--- config.mk ---
export PLATFORM = sky130hd
export DESIGN_NAME = uart_tx_fifo
export DESIGN_NICKNAME = d
export VERILOG_FILES = /design/src/rtl/uart_tx_fifo.sv
export SDC_FILE = /design/constraint.sdc
export NUM_CORES = 1
export LEC_CHECK = 0
export ABC_AREA = 0
export CAP_MARGIN = 20
export CORE_MARGIN = 2
export CORE_UTILIZATION = 25
export CTS_CLUSTER_DIAMETER = 60
export DETAILED_ROUTE_END_ITERATION = 16
export SLEW_MARGIN = 0
export SYNTH_ARGS = -nofsm -noshare
export SYNTH_HDL_FRONTEND = slang
export SYNTH_SLANG_ARGS = --single-unit
--- constraint.sdc ---
create_clock -name clk -period 3.6 [get_ports clk]
set_clock_uncertainty 0.1 [all_clocks]
set_input_delay 0.72 -clock clk [delete_from_list [all_inputs] [get_ports clk]]
set_output_delay 0.72 -clock clk [all_outputs]
set_load 0.02 [all_outputs]
--- src/rtl/uart_tx_fifo.sv ---
// uart_tx_fifo
// Transmit-side byte buffer and launch controller for a UART transmitter.
// Bytes written by the processor are queued in a circular FIFO. A three-state
// FSM hands them to the transmitter one at a time. It raises a one-cycle
// tx_start pulse with din loaded, then waits for the transmitter's
// tx_done_tick before launching the next byte.
//
// Ports:
//   clk           system clock, all state updates on the rising edge
//   reset         synchronous active-low reset
//   wr_en         push wr_data this cycle (dropped when full)
//   wr_data       byte to queue
//   full          occupancy equals DEPTH
//   empty         occupancy is zero
//   count         current occupancy, 0..DEPTH
//   overflow      sticky flag: a push was attempted while full
//   clr_overflow  clears overflow (a same-cycle overflow event wins)
//   tx_start      one-cycle launch pulse to the transmitter
//   din           byte presented to the transmitter, held until the next launch
//   tx_done_tick  transmitter end-of-stop-bit pulse
//   tx_busy       high while a byte is being launched or transmitted
module uart_tx_fifo #(
   parameter int DEPTH = 16,
   parameter int AW    = 4
) (
   input  logic          clk,
   input  logic          reset,
   input  logic          wr_en,
   input  logic [7:0]    wr_data,
   output logic          full,
   output logic          empty,
   output logic [AW:0]   count,
   output logic          overflow,
   input  logic          clr_overflow,
   output logic          tx_start,
   output logic [7:0]    din,
   input  logic          tx_done_tick,
   output logic          tx_busy
);

   typedef enum logic [1:0] {
      IDLE   = 2'd0,
      LAUNCH = 2'd1,
      BUSY   = 2'd2
   } state_t;

   localparam logic [AW:0]   DEPTH_CNT = (AW+1)'(DEPTH);
   localparam logic [AW:0]   CNT_ZERO  = {(AW+1){1'b0}};
   localparam logic [AW:0]   CNT_ONE   = (AW+1)'(1);
   localparam logic [AW-1:0] PTR_ZERO  = {AW{1'b0}};
   localparam logic [AW-1:0] PTR_ONE   = AW'(1);

   logic [7:0]    mem_r [DEPTH];
   logic [AW-1:0] wr_ptr_r;
   logic [AW-1:0] rd_ptr_r;
   logic [AW:0]   count_r;
   state_t        state_r;
   logic          tx_start_r;
   logic [7:0]    din_r;
   logic          overflow_r;

   logic          full_s;
   logic          empty_s;
   logic          push_s;
   logic          pop_s;

   // Occupancy flags and push/pop qualification from the current count.
   // A push while full is refused even if a pop frees a slot this same cycle.
   always_comb begin
      full_s  = (count_r == DEPTH_CNT);
      empty_s = (count_r == CNT_ZERO);
      push_s  = wr_en & ~full_s;
      pop_s   = (state_r == IDLE) & ~empty_s;
   end

   // FIFO storage write port; contents are deliberately left unreset.
   always_ff @(posedge clk) begin
      if (push_s) begin
         mem_r[wr_ptr_r] <= wr_data;
      end
   end

   // Write pointer, occupancy counter and sticky overflow flag.
   always_ff @(posedge clk) begin
      if (!reset) begin
         wr_ptr_r   <= PTR_ZERO;
         count_r    <= CNT_ZERO;
         overflow_r <= 1'b0;
      end else begin
         if (push_s) begin
            wr_ptr_r <= wr_ptr_r + PTR_ONE;
         end

         case ({push_s, pop_s})
            2'b10:   count_r <= count_r + CNT_ONE;
            2'b01:   count_r <= count_r - CNT_ONE;
            default: count_r <= count_r;
         endcase

         // Setting wins over clearing so a refused push is never lost.
         if (wr_en && full_s) begin
            overflow_r <= 1'b1;
         end else if (clr_overflow) begin
            overflow_r <= 1'b0;
         end
      end
   end

   // Launch FSM: pops one byte in IDLE, pulses tx_start in LAUNCH, waits in BUSY.
   always_ff @(posedge clk) begin
      if (!reset) begin
         state_r    <= IDLE;
         rd_ptr_r   <= PTR_ZERO;
         tx_start_r <= 1'b0;
         din_r      <= 8'h00;
      end else begin
         case (state_r)
            IDLE: begin
               if (pop_s) begin
                  din_r      <= mem_r[rd_ptr_r];
                  rd_ptr_r   <= rd_ptr_r + PTR_ONE;
                  tx_start_r <= 1'b1;
                  state_r    <= LAUNCH;
               end else begin
                  tx_start_r <= 1'b0;
               end
            end
            LAUNCH: begin
               tx_start_r <= 1'b0;
               state_r    <= BUSY;
            end
            BUSY: begin
               tx_start_r <= 1'b0;
               if (tx_done_tick) begin
                  state_r <= IDLE;
               end
            end
            default: begin
               tx_start_r <= 1'b0;
               state_r    <= IDLE;
            end
         endcase
      end
   end

   assign full     = full_s;
   assign empty    = empty_s;
   assign count    = count_r;
   assign overflow = overflow_r;
   assign tx_start = tx_start_r;
   assign din      = din_r;
   assign tx_busy  = (state_r == LAUNCH) || (state_r == BUSY);

endmodule

==> qor.txt, run 1 <==
STATUS
-------------------------------------------------------------------------------------------
Outcome                                                                        finished clean

CLOCK NETWORK
-------------------------------------------------------------------------------------------
Clock tree from TritonCTS                                                             built
Clock insertion delay at the later pin of the skew report                           0.43 ns
Cts hold-fix bufs                                                                         0
Setup bufs post-CTS                                                                       0
Maximum root-to-sink buffer count                                                         2
Cts bufs inserted                                                                        17
Htree depth                                                                               4
Clock tree root driver cell                                                    sky130_fd_sc_hd__clkbuf_16
Clock slew seen by the registers of the worst setup and hold paths                  0.06 ns
Number of sinks handled by clock tree synthesis                                         153
Number of cells upsized or downsized after cts                                            0

SYNTH
-------------------------------------------------------------------------------------------
Register area share after synthesis                                                   0.695
Mux cell area share after synthesis                                                   0.109
#FFs+latches synth                                                                      153
Mean instance size in the synthesized netlist                                      15.3 um2
Share of the synthesized netlist area taken by xor and xnor gates                    0.0126
Number of distinct library cells after synthesis                                         35
Post-synthesis async set-or-reset flop share                                              0
Largest family of logic cells by synthesized area                              multiplexers
Synth Warn #                                                                              0
Gate count of the mapped netlist                                                        408
Synthesized-area fraction occupied by and/or/nand/nor cells                          0.0671
Number of flops mapped to enable cells by yosys                                         128
Synthesized netlist net count                                                           435
Post-Synth Adder-Cell Area                                                           0.0292
Synthesized cell area                                                              6250 um2
Compound-cell area share of the yosys netlist                                        0.0587
Top FF cell, synth                                                             sky130_fd_sc_hd__edfxtp_1

GLOBAL ROUTING
-------------------------------------------------------------------------------------------
Global-route total usage across every layer                                           0.104
Total congestion overflow                                                                 0
Number of antenna violations at the first check in global routing                         0
Via count of the first global-routing pass                                             3597
Largest net degree at the start of global routing                                        34
First-pass GRT wire length                                                         20100 um

DRT
-------------------------------------------------------------------------------------------
DR DRC count                                                                              0
Vias/cell                                                                              4.38
Via count                                                                              3432
Number of design-rule violations left by the first detailed-router iteration            220
Routed wire per std cell                                                            16.5 um
Initial DRT Pass Iterations                                                               4
Remaining number of nets flagged by the antenna check after routing                       0
Wire length after detailed routing                                                 13000 um

CRITICAL PATH
-------------------------------------------------------------------------------------------
Longest individual stage delay on the worst path                                    0.66 ns
Launch instance of the worst register-to-register path                           state_r[0]
Worst setup path category                                                      flip-flop to flip-flop
Family of cells with the greatest summed delay on the critical path             adder cells
Max FO, Critical Path                                                                    22
Critical path arrival                                                               3.39 ns
Cell chain of the critical path                                                inv_1 -> ha_1 -> a21boi_2 -> ha_1 -> inv_1 -> fa_1 -> nor2b_1 -> o21ai_0 -> nand3_1 -> or3b_1 -> mux2i_1
Capture instance of the worst register-to-register path                            count[4]
Slowest stage cell on the critical path                                        sky130_fd_sc_hd__a21boi_2
Nature of the critical path startpoint                                            flip-flop
Slack of the worst reg-to-reg path                                                  0.41 ns
Crit path from                                                                   state_r[0]
Worst EP required                                                                   3.80 ns
Element type at the critical path end                                             flip-flop
Buf/Inv on CP                                                                             2
Path depth of the worst reg2reg path                                                     11

CELLS AND AREA
-------------------------------------------------------------------------------------------
P&R area growth vs syn                                                                20.9%
Fraction of layout instances using a drive strength above 1                          0.0978
Inserted Diodes                                                                           0
FILL cells                                                                             2360
Final cell count without fillers                                                        784
Post-layout net count                                                                   474

FLOORPLAN
-------------------------------------------------------------------------------------------
Num rows                                                                                 57
Die Span Y                                                                           162 um
Horizontal extent of the die                                                         162 um
Floorplan core area                                                               24500 um2
Ports placed on the boundary                                                             31
Die area                                                                          26300 um2
Initial cell density of the core                                                      0.255

POWER
-------------------------------------------------------------------------------------------
Total power of the final layout                                                     5.06 mW
Worst vdd ir                                                                       0.214 mV
Power density normalized to cell area                                            670 nW/um2
Leak pwr                                                                            2.37 nW

JOB
-------------------------------------------------------------------------------------------
Total of max-cap violations                                                               0

TIMING
-------------------------------------------------------------------------------------------
Peak Freq                                                                           313 MHz
Setup tns final                                                                        0 ns
Final Max Tran Viols                                                                      0
Min Clock Period, post-route                                                        3.19 ns
Slew at the pin closest to its max-slew limit                                      0.806 ns
Setup-violating endpoint count in the final report                                        0
Rel. slew slack                                                                       0.460
Post-route clock period utilization                                                   0.886
Unrepaired setup endpoints after global routing                                       false
Count of final hold-check violations                                                      0

PLACED DESIGN
-------------------------------------------------------------------------------------------
Number of input and output port buffers inserted                                         30
Post-detailed-placement half-perimeter wirelength                                   8760 um
RD Place Congestion                                                                   0.823
Placed cell count                                                                       752

MIN PATH
-------------------------------------------------------------------------------------------
Instance count along the most critical hold path                                          2
Worst Hold End                                                                     count[4]
Worst hold path class                                                          flip-flop to flip-flop
Hold path startpoint                                                               count[4]

layer usage:
metal  track usage  vias up  part of all wire
met5             0        -                 0
met4        0.0495        0             0.018
met3        0.0281       19             0.038
met2         0.176       69              0.51
met1         0.123     1713              0.43
li1              -     1631                 -
metrics by stage:
stage                     hold WS (ns)  cell area [um2]  worst slack [ns]   util
after floorplan                  0.409             6250             0.746      -
after global placement           0.425             6890             0.445  0.282
after detailed placement         0.427             6890             0.416  0.282
after CTS                        0.441             7550             0.422  0.309
after global routing             0.480             7550             0.129  0.309
final                            0.441             7550             0.409  0.309
cell type report:
| cell class | count | area (um2) | area share |
|---|---|---|---|
| multi-input cells | 225 | 1730 | 0.229 |
| clock buffers | 20 | 437 | 0.0578 |
| flip-flops and latches | 153 | 4350 | 0.576 |
| well taps | 324 | 405 | 0.0537 |
| repair buffers | 40 | 375 | 0.0497 |
| clock inverters | 12 | 223 | 0.0295 |
| inverters | 10 | 37.5 | 0.00497 |
cells in the final DEF, fill, tap and decap left out, types with 2 or more instances in the layout:
cell type                         count
sky130_fd_sc_hd__clkbuf_1             3
sky130_fd_sc_hd__mux2i_1             68
sky130_fd_sc_hd__nor3_1               4
sky130_fd_sc_hd__nor2b_1              9
sky130_fd_sc_hd__bufinv_16            6
sky130_fd_sc_hd__clkdlybuf4s50_1     30
sky130_fd_sc_hd__o22ai_1             32
sky130_fd_sc_hd__buf_4               10
sky130_fd_sc_hd__dfxtp_1             24
sky130_fd_sc_hd__nand3b_1             3
sky130_fd_sc_hd__clkinv_4             3
sky130_fd_sc_hd__nand2_1             12
sky130_fd_sc_hd__or3b_1               2
sky130_fd_sc_hd__o21ai_0             12
sky130_fd_sc_hd__nor2_1              15
sky130_fd_sc_hd__nand4_1              2
sky130_fd_sc_hd__inv_1               10
sky130_fd_sc_hd__ha_1                13
sky130_fd_sc_hd__nor4_1               8
sky130_fd_sc_hd__clkbuf_16           17
sky130_fd_sc_hd__xnor2_1              5
sky130_fd_sc_hd__edfxtp_1           128
sky130_fd_sc_hd__xor2_1               4
sky130_fd_sc_hd__nand3_1              2
sky130_fd_sc_hd__and2_1              11
sky130_fd_sc_hd__a21oi_1             12
sky130_fd_sc_hd__nand2b_1             2
cells in the mapped netlist (all sizes together) (3+ instances only):
| library cell | n | area (um2) |
|---|---|---|
| a21oi | 13 | 68.8 |
| and2 | 12 | 77.6 |
| buf | 12 | 109 |
| clkbuf | 8 | 31.3 |
| dfxtp | 25 | 500 |
| edfxtp | 128 | 3840 |
| ha | 13 | 163 |
| inv | 10 | 37.5 |
| mux2i | 68 | 681 |
| nand2 | 13 | 56.3 |
| nand3b | 3 | 22.5 |
| nor2 | 15 | 56.3 |
| nor2b | 9 | 56.3 |
| nor3 | 4 | 20.0 |
| nor4 | 9 | 71.3 |
| o21ai | 12 | 60.1 |
| o22ai | 32 | 200 |
| xnor2 | 5 | 43.8 |
| xor2 | 4 | 35.0 |
cells by family after synthesis:
logic type,count (synthesis)
flops,153
simple gates,74
mux,68
compound gates,60
buf+inv,30
fa+ha+maj,14
xor+xnor,9
worst max-delay path by stage:
| stage | cells past startpoint | endpoint |
|---|---|---|
| 2_1_floorplan | 11 | count[4] |
| 3_3_place_gp | 10 | count[4] |
| 3_5_place_dp | 10 | count[4] |
| 4_1_cts | 11 | count[4] |
| 5_1_grt | 11 | count[4] |
| 6_report | 11 | count[4] |
flip-flops by register name, indices dropped and copies added (netlist names):
signal    flops
mem_r       128
din           8
count         5
rd_ptr_r      4
wr_ptr_r      4
state_r       2
overflow      1
tx_start      1
power breakdown:
| part | internal, mW | total, mW | leakage [nW] | switching (mW) |
|---|---|---|---|---|
| registers | 2.04 | 2.14 | 1.36 | 0.103 |
| logic | 0.406 | 0.961 | 0.695 | 0.555 |
| clock network | 1.30 | 1.96 | 0.316 | 0.659 |
worst register-to-register path: stages, from the launching register on:
cell	delay, ns
sky130_fd_sc_hd__dfxtp_1	0.33
sky130_fd_sc_hd__inv_1	0.11
sky130_fd_sc_hd__ha_1	0.20
sky130_fd_sc_hd__a21boi_2	0.66
sky130_fd_sc_hd__ha_1	0.38
sky130_fd_sc_hd__inv_1	0.11
sky130_fd_sc_hd__fa_1	0.41
sky130_fd_sc_hd__nor2b_1	0.11
sky130_fd_sc_hd__o21ai_0	0.10
sky130_fd_sc_hd__nand3_1	0.09
sky130_fd_sc_hd__or3b_1	0.37
sky130_fd_sc_hd__mux2i_1	0.13
Note: power is estimated with default switching activity, not from simulation.
==> run 2: changes to the inputs <==
- PLACE_DENSITY: not set -> 0.46
==> qor.txt, run 2 (same netlist as run 1, synthesis figures left out) <==
TIMING
-------------------------------------------------------------------------------------------
Slew at the pin closest to its max-slew limit                                      0.839 ns   +0.0328 ns
Count of final hold-check violations                                                      0   unchanged
Rel. slew slack                                                                       0.439   -0.0205
Unrepaired setup endpoints after global routing                                       false
Setup tns final                                                                        0 ns   unchanged
Post-route clock period utilization                                                   0.813   -0.0737
Final Max Tran Viols                                                                      0   unchanged
Setup-violating endpoint count in the final report                                        0   unchanged
Min Clock Period, post-route                                                        2.93 ns   -0.265 ns
Peak Freq                                                                           342 MHz   +9.1%
Min Hold Slack                                                                     0.443 ns   +0.00218 ns

CLOCK NETWORK
-------------------------------------------------------------------------------------------
Cts hold-fix bufs                                                                         0   unchanged
Cts bufs inserted                                                                        17   unchanged
Clock slew seen by the registers of the worst setup and hold paths                  0.05 ns   about the same
Number of sinks handled by clock tree synthesis                                         153   unchanged
Clock tree root driver cell                                                    sky130_fd_sc_hd__clkbuf_16
Htree depth                                                                               4   unchanged
Clock tree from TritonCTS                                                             built
Clock insertion delay at the later pin of the skew report                           0.42 ns   about the same
Number of cells upsized or downsized after cts                                            0   unchanged
Maximum root-to-sink buffer count                                                         2   unchanged
Setup bufs post-CTS                                                                       0   unchanged

CRITICAL PATH
-------------------------------------------------------------------------------------------
Element type at the critical path end                                          primary output
Path depth of the worst reg2reg path                                                     11   unchanged
Nature of the critical path startpoint                                            flip-flop
Launch instance of the worst register-to-register path                             count[0]
Worst setup path category                                                      flip-flop to primary output
Max FO, Critical Path                                                                     5   -77%
Worst EP required                                                                   2.78 ns   -1.02 ns
Capture point of the worst path                                                       empty
Slowest stage cell on the critical path                                        sky130_fd_sc_hd__clkdlybuf4s50_1
Family of cells with the greatest summed delay on the critical path            simple AND/OR/NAND/NOR gates
Critical path arrival                                                               2.11 ns   -1.28 ns
Capture instance of the worst register-to-register path                            count[4]
Buf/Inv on CP                                                                             1   -1
Longest individual stage delay on the worst path                                    0.62 ns   -0.04 ns
CP Depth                                                                                  3   -8
Slack of the worst reg-to-reg path                                                  0.85 ns   +0.44 ns
Crit path from                                                                     count[0]
Cell chain of the critical path                                                nor4_4 -> and2_1 -> clkdlybuf4s50_1

CELLS AND AREA
-------------------------------------------------------------------------------------------
Leading cell types in the layout, fill and taps excluded                       sky130_fd_sc_hd__edfxtp_1 (128), sky130_fd_sc_hd__mux2i_1 (68), sky130_fd_sc_hd__o22ai_1 (32), sky130_fd_sc_hd__clkdlybuf4s50_1 (30), sky130_fd_sc_hd__dfxtp_1 (24)
Most common library cell in the layout ignoring fill and taps                  sky130_fd_sc_hd__edfxtp_1
Post-layout net count                                                                   481   +1.5%
Number of flip-flops in the largest register                                            128   unchanged
Inserted Diodes                                                                           0   unchanged
Biggest register                                                                      mem_r
FILL cells                                                                             2390   +1.3%
P&R area growth vs syn                                                                21.2%
Final cell count without fillers                                                        791   +0.89%
Fraction of layout instances using a drive strength above 1                           0.109   +0.0114

PLACED DESIGN
-------------------------------------------------------------------------------------------
Post-detailed-placement half-perimeter wirelength                                   9120 um   +4.2%
RD Place Congestion                                                                   0.736   -10%
Placed cell count                                                                       759   +0.93%
Number of input and output port buffers inserted                                         30   unchanged

DRT
-------------------------------------------------------------------------------------------
Vias/cell                                                                              4.31   -1.4%
DR DRC count                                                                              0   unchanged
Number of design-rule violations left by the first detailed-router iteration            218   -0.91%
Wire length after detailed routing                                                 13800 um   +6.3%
Routed wire per std cell                                                            17.4 um   +5.4%
Initial DRT Pass Iterations                                                               5   +1
Remaining number of nets flagged by the antenna check after routing                       0   unchanged
Via count                                                                              3413   -0.55%

POWER
-------------------------------------------------------------------------------------------
Share of power burned in combinational logic                                          0.196   +0.006
Clock Power Share                                                                     0.376   -0.011
Power spent charging and discharging nets                                           1.31 mW   -0.29%
Relative contribution of sequential cells to total power                              0.429   +0.006
Share of total power consumed by net switching                                        0.264   +0.00331
Worst vdd ir                                                                       0.304 mV   +42%
Power density normalized to cell area                                            658 nW/um2   -1.8%
Cell internal power dissipation                                                     3.67 mW   -2.0%
Leak pwr                                                                            2.39 nW   +0.83%

FLOORPLAN
-------------------------------------------------------------------------------------------
Num rows                                                                                 57   unchanged
Initial cell density of the core                                                      0.255   unchanged
Die area                                                                          26300 um2   unchanged
Horizontal extent of the die                                                         162 um   unchanged
Die Span Y                                                                           162 um   unchanged
Ports placed on the boundary                                                             31   unchanged
Floorplan core area                                                               24500 um2   unchanged

GLOBAL ROUTING
-------------------------------------------------------------------------------------------
Number of antenna violations at the first check in global routing                         0   unchanged
Via count of the first global-routing pass                                             3375   -6.2%
Largest net degree at the start of global routing                                        35   +2.9%
Total congestion overflow                                                                 0   unchanged
Global-route total usage across every layer                                           0.109   +0.00452
First-pass GRT wire length                                                         20400 um   +1.4%

MIN PATH
-------------------------------------------------------------------------------------------
Instance count along the most critical hold path                                          2   unchanged
Worst hold path class                                                          flip-flop to flip-flop

STATUS
-------------------------------------------------------------------------------------------
Outcome                                                                        finished clean

JOB
-------------------------------------------------------------------------------------------
Total of max-cap violations                                                               0   unchanged

==> run 2: through the flow <==
step | power (mW) | worst slack (ns) | util | cell area, um2
global placement | 3.14 | 0.422 | 0.284 | 6950
floorplan | 2.81 | 0.746 | - | 6250
finish | 4.98 | 0.675 | 0.310 | 7570
CTS | 5.04 | 0.617 | 0.310 | 7570
detailed placement | 3.16 | 0.407 | 0.284 | 6950
global route | 5.21 | 0.553 | 0.310 | 7570
==> run 2: metal layers <==
metal / track usage / routed length, um / vias up
li1: - / - / 1638
met1: 0.138 / 6380 / 1709
met2: 0.179 / 6810 / 61
met3: 0.0296 / 483 / 5
met4: 0.0374 / 98 / 0
met5: 0 / 0 / -
==> run 2: layout make-up <==
class                           instances  area [um2]  area share
Sequential cell                       153        4350       0.574
Clock inverter                          7         140      0.0185
Timing Repair Buffer                   47         428      0.0565
Clock buffer                           25         485      0.0641
Multi-Input combinational cell        225        1730       0.228
Inverter                               10        37.5     0.00496
Tap cell                              324         405      0.0535
==> run 2: tightest hold or removal path, stage by stage (launching register included) <==
cell and delay (ns):
sky130_fd_sc_hd__dfxtp_1 0.32, sky130_fd_sc_hd__mux2i_1 0.12, sky130_fd_sc_hd__nor2b_1 0.05
==> run 2: power by group through the flow <==
stage               Clock [mW]  Combinational (mW)  Sequential (mW)
floorplan                    0               0.630             2.18
finish                    1.87               0.974             2.13
global route              2.00                1.07             2.15
global placement             0               0.975             2.17
detailed placement           0               0.987             2.17
CTS                       1.91               0.992             2.14
==> run 2: worst min-delay path by stage <==
stage	start	end	slack, ns
after global routing	state_r[1]	state_r[1]	0.46
final	state_r[1]	state_r[1]	0.44
after floorplan	state_r[1]	state_r[1]	0.41
after global placement	count[4]	count[4]	0.43
after detailed placement	din[7]	din[7]	0.44
after CTS	state_r[1]	state_r[1]	0.45
==> run 3: changes to the inputs <==
- PLACE_DENSITY: 0.46 -> 0.47
- clock period: 3.6 -> 2.4 ns (I/O delays scaled with it)
==> qor.txt, run 3 (same netlist as run 1, synthesis figures left out) <==
STATUS
-------------------------------------------------------------------------------------------
Outcome                                                                        finished with violations
Failing checks                                                                 negative setup slack

CLOCK NETWORK
-------------------------------------------------------------------------------------------
Htree depth                                                                               4   unchanged
Clock slew seen by the registers of the worst setup and hold paths                  0.06 ns   about the same
Cts hold-fix bufs                                                                         0   unchanged
Clock tree root driver cell                                                    sky130_fd_sc_hd__clkbuf_16
Clock tree from TritonCTS                                                             built
Maximum root-to-sink buffer count                                                         2   unchanged
Clock insertion delay at the later pin of the skew report                           0.42 ns   about the same
Cts bufs inserted                                                                        17   unchanged
Number of sinks handled by clock tree synthesis                                         153   unchanged

CELLS AND AREA
-------------------------------------------------------------------------------------------
Final cell count without fillers                                                        809   +2.3%
Most common library cell in the layout ignoring fill and taps                  sky130_fd_sc_hd__edfxtp_1
Inserted Diodes                                                                           0   unchanged
Post-layout net count                                                                   501   +4.2%
Final Instance Area                                                                7820 um2   +3.2%
Number of flip-flops in the largest register                                            128   unchanged
Utilization after layout                                                              0.319   +0.00992
FILL cells                                                                             2380   -0.42%
Leading cell types in the layout, fill and taps excluded                       sky130_fd_sc_hd__edfxtp_1 (128), sky130_fd_sc_hd__mux2i_1 (68), sky130_fd_sc_hd__buf_4 (35), sky130_fd_sc_hd__o22ai_1 (32), sky130_fd_sc_hd__clkdlybuf4s50_1 (28)
Fraction of layout instances using a drive strength above 1                           0.179   +0.0702
P&R area growth vs syn                                                                25.0%
Biggest register                                                                      mem_r

CRITICAL PATH
-------------------------------------------------------------------------------------------
Launch instance of the worst register-to-register path                             count[0]
Critical path arrival                                                               2.64 ns   +0.53 ns
Path depth of the worst reg2reg path                                                     10   -1
Worst setup path category                                                      flip-flop to flip-flop
Capture instance of the worst register-to-register path                            count[4]
Nature of the critical path startpoint                                            flip-flop
Max FO, Critical Path                                                                     4   -1
Element type at the critical path end                                             flip-flop
Slack of the worst reg-to-reg path                                                 -0.03 ns   -0.88 ns
Worst EP required                                                                   2.61 ns   -0.17 ns

MIN PATH
-------------------------------------------------------------------------------------------
Instance count along the most critical hold path                                          2   unchanged
Worst Hold End                                                                     count[4]
Worst hold path class                                                          flip-flop to flip-flop
Hold path startpoint                                                               count[4]

POWER
-------------------------------------------------------------------------------------------
Cell internal power dissipation                                                     5.75 mW   +57%
Clock Power Share                                                                     0.379   +0.003
Leak pwr                                                                            2.51 nW   +5.0%
Power density normalized to cell area                                            999 nW/um2   +52%
Relative contribution of sequential cells to total power                              0.409   -0.020
Total power of the final layout                                                     7.81 mW   +57%
Worst vdd ir                                                                       0.544 mV   +79%
Power spent charging and discharging nets                                           2.06 mW   +57%
Share of total power consumed by net switching                                        0.264   about the same
Share of power burned in combinational logic                                          0.212   +0.016

GLOBAL ROUTING
-------------------------------------------------------------------------------------------
Largest net degree at the start of global routing                                        30   -14%
First-pass GRT wire length                                                         21200 um   +3.8%
Met2 GRT Util                                                                         0.178   -0.00116
Global-route total usage across every layer                                           0.111   +0.00183
Number of antenna violations at the first check in global routing                         0   unchanged
Layer with the highest usage                                                           met2
Via count of the first global-routing pass                                             3554   +5.3%
Total congestion overflow                                                                 0   unchanged
Met1 Use GR                                                                           0.145   +0.00647
Met3 Usage GRT                                                                       0.0243   -0.00536

FLOORPLAN
-------------------------------------------------------------------------------------------
Die Span Y                                                                           162 um   unchanged
Horizontal extent of the die                                                         162 um   unchanged
Initial cell density of the core                                                      0.255   unchanged
Die area                                                                          26300 um2   unchanged
Floorplan core area                                                               24500 um2   unchanged
Num rows                                                                                 57   unchanged
Ports placed on the boundary                                                             31   unchanged

TIMING
-------------------------------------------------------------------------------------------
Setup slack after layout                                                         -0.0330 ns   -0.708 ns
Min Clock Period, post-route                                                        2.43 ns
Count of final hold-check violations                                                      0   unchanged
Peak Freq                                                                           411 MHz
Unrepaired setup endpoints after global routing                                        true
Post-route clock period utilization                                                    1.01
Final Max Tran Viols                                                                      0   unchanged
Setup tns final                                                                  -0.0330 ns   -0.0330 ns
Slew at the pin closest to its max-slew limit                                      0.748 ns   -0.0910 ns
Setup-violating endpoint count in the final report                                        1   +1
Rel. slew slack                                                                       0.500   +0.0609

DRT
-------------------------------------------------------------------------------------------
Remaining number of nets flagged by the antenna check after routing                       0   unchanged
DR DRC count                                                                              0   unchanged
Vias/cell                                                                              4.30   -0.25%
Routed wire per std cell                                                            17.1 um   -1.6%
Number of design-rule violations left by the first detailed-router iteration            262   +20%
Via count                                                                              3482   +2.0%
Initial DRT Pass Iterations                                                               4   -1
Wire length after detailed routing                                                 13900 um   +0.64%

PLACED DESIGN
-------------------------------------------------------------------------------------------
Post-detailed-placement half-perimeter wirelength                                   9500 um   +4.1%
Placement-stage cell area                                                          7170 um2   +3.2%
RD Place Congestion                                                                   0.780   +5.9%
Number of input and output port buffers inserted                                         30   unchanged
Placed cell count                                                                       779   +2.6%

JOB
-------------------------------------------------------------------------------------------
Total of max-cap violations                                                               0   unchanged

-- run 3: cell types whose count changed in the layout (fill, tap and decap cells not counted), sizes merged --
| cell | previous run | this run |
|---|---|---|
| bufinv | 4 | 6 |
| clkdlybuf4s50 | 30 | 28 |
| inv | 10 | 11 |
| buf | 17 | 39 |
| clkinvlp | 2 | 4 |
| clkbuf | 25 | 18 |
-- run 3: area by class of cell --
class                   count  area, um2  area share
multi-input cells         225       1770       0.226
inverters                  10       37.5     0.00480
well taps                 324        405      0.0519
clock buffers              18        429      0.0549
repair buffers             67        593      0.0759
clock inverters            12        224      0.0287
flip-flops and latches    153       4360       0.557
-- run 3: power by group through the flow --
stage / clock network [mW] / registers [mW] / logic [mW]
after floorplan: 0 / 3.28 / 0.992
after global placement: 0 / 3.24 / 1.65
after detailed placement: 0 / 3.24 / 1.68
after CTS: 3.03 / 3.19 / 1.68
after global routing: 3.13 / 3.21 / 1.82
final: 2.96 / 3.19 / 1.65
-- run 3: repair_timing --
action / 4_1_cts / 5_1_grt
setup endpoints to repair: 3 / 3
endpoints found under the hold margin: 0 / 0
pin swaps: 1 / 4
gates resized for setup: 7 / 3
gates cloned: 0 / 0
buffers inserted: 0 / 0
-- run 3: critical path, cell delays in order, from the launching register on --
cell,delay (ns)
sky130_fd_sc_hd__dfxtp_2,0.33
sky130_fd_sc_hd__nor4_4,0.39
sky130_fd_sc_hd__buf_4,0.20
sky130_fd_sc_hd__a21boi_4,0.06
sky130_fd_sc_hd__ha_4,0.18
sky130_fd_sc_hd__ha_4,0.21
sky130_fd_sc_hd__nor2b_1,0.12
sky130_fd_sc_hd__o21ai_1,0.15
sky130_fd_sc_hd__a21oi_1,0.09
sky130_fd_sc_hd__or3b_1,0.37
sky130_fd_sc_hd__mux2i_1,0.12
-- run 3: how the worst max path moves through the flow --
stage / start / end / slack, ns / depth (start not counted)
after floorplan: count[3] / count[4] / -0.18 / 11
after global placement: wr_en / count[4] / -0.27 / 11
after detailed placement: wr_en / count[4] / -0.27 / 10
after CTS: count[0] / count[4] / -0.04 / 10
after global routing: count[0] / count[4] / -0.16 / 10
final: count[0] / count[4] / -0.03 / 10
-- run 3: through the flow --
step | hold WS, ns | worst slack, ns
after floorplan | 0.409 | -0.179
final | 0.411 | -0.0330
after detailed placement | 0.402 | -0.273
after global placement | 0.398 | -0.270
after CTS | 0.411 | -0.0395
after global routing | 0.458 | -0.164
-- run 3: per-layer routing --
layer / part of all wire / wire length (um)
met1: 0.46 / 6380
met2: 0.49 / 6770
met3: 0.032 / 446
met4: 0.019 / 265
met5: 0 / 0
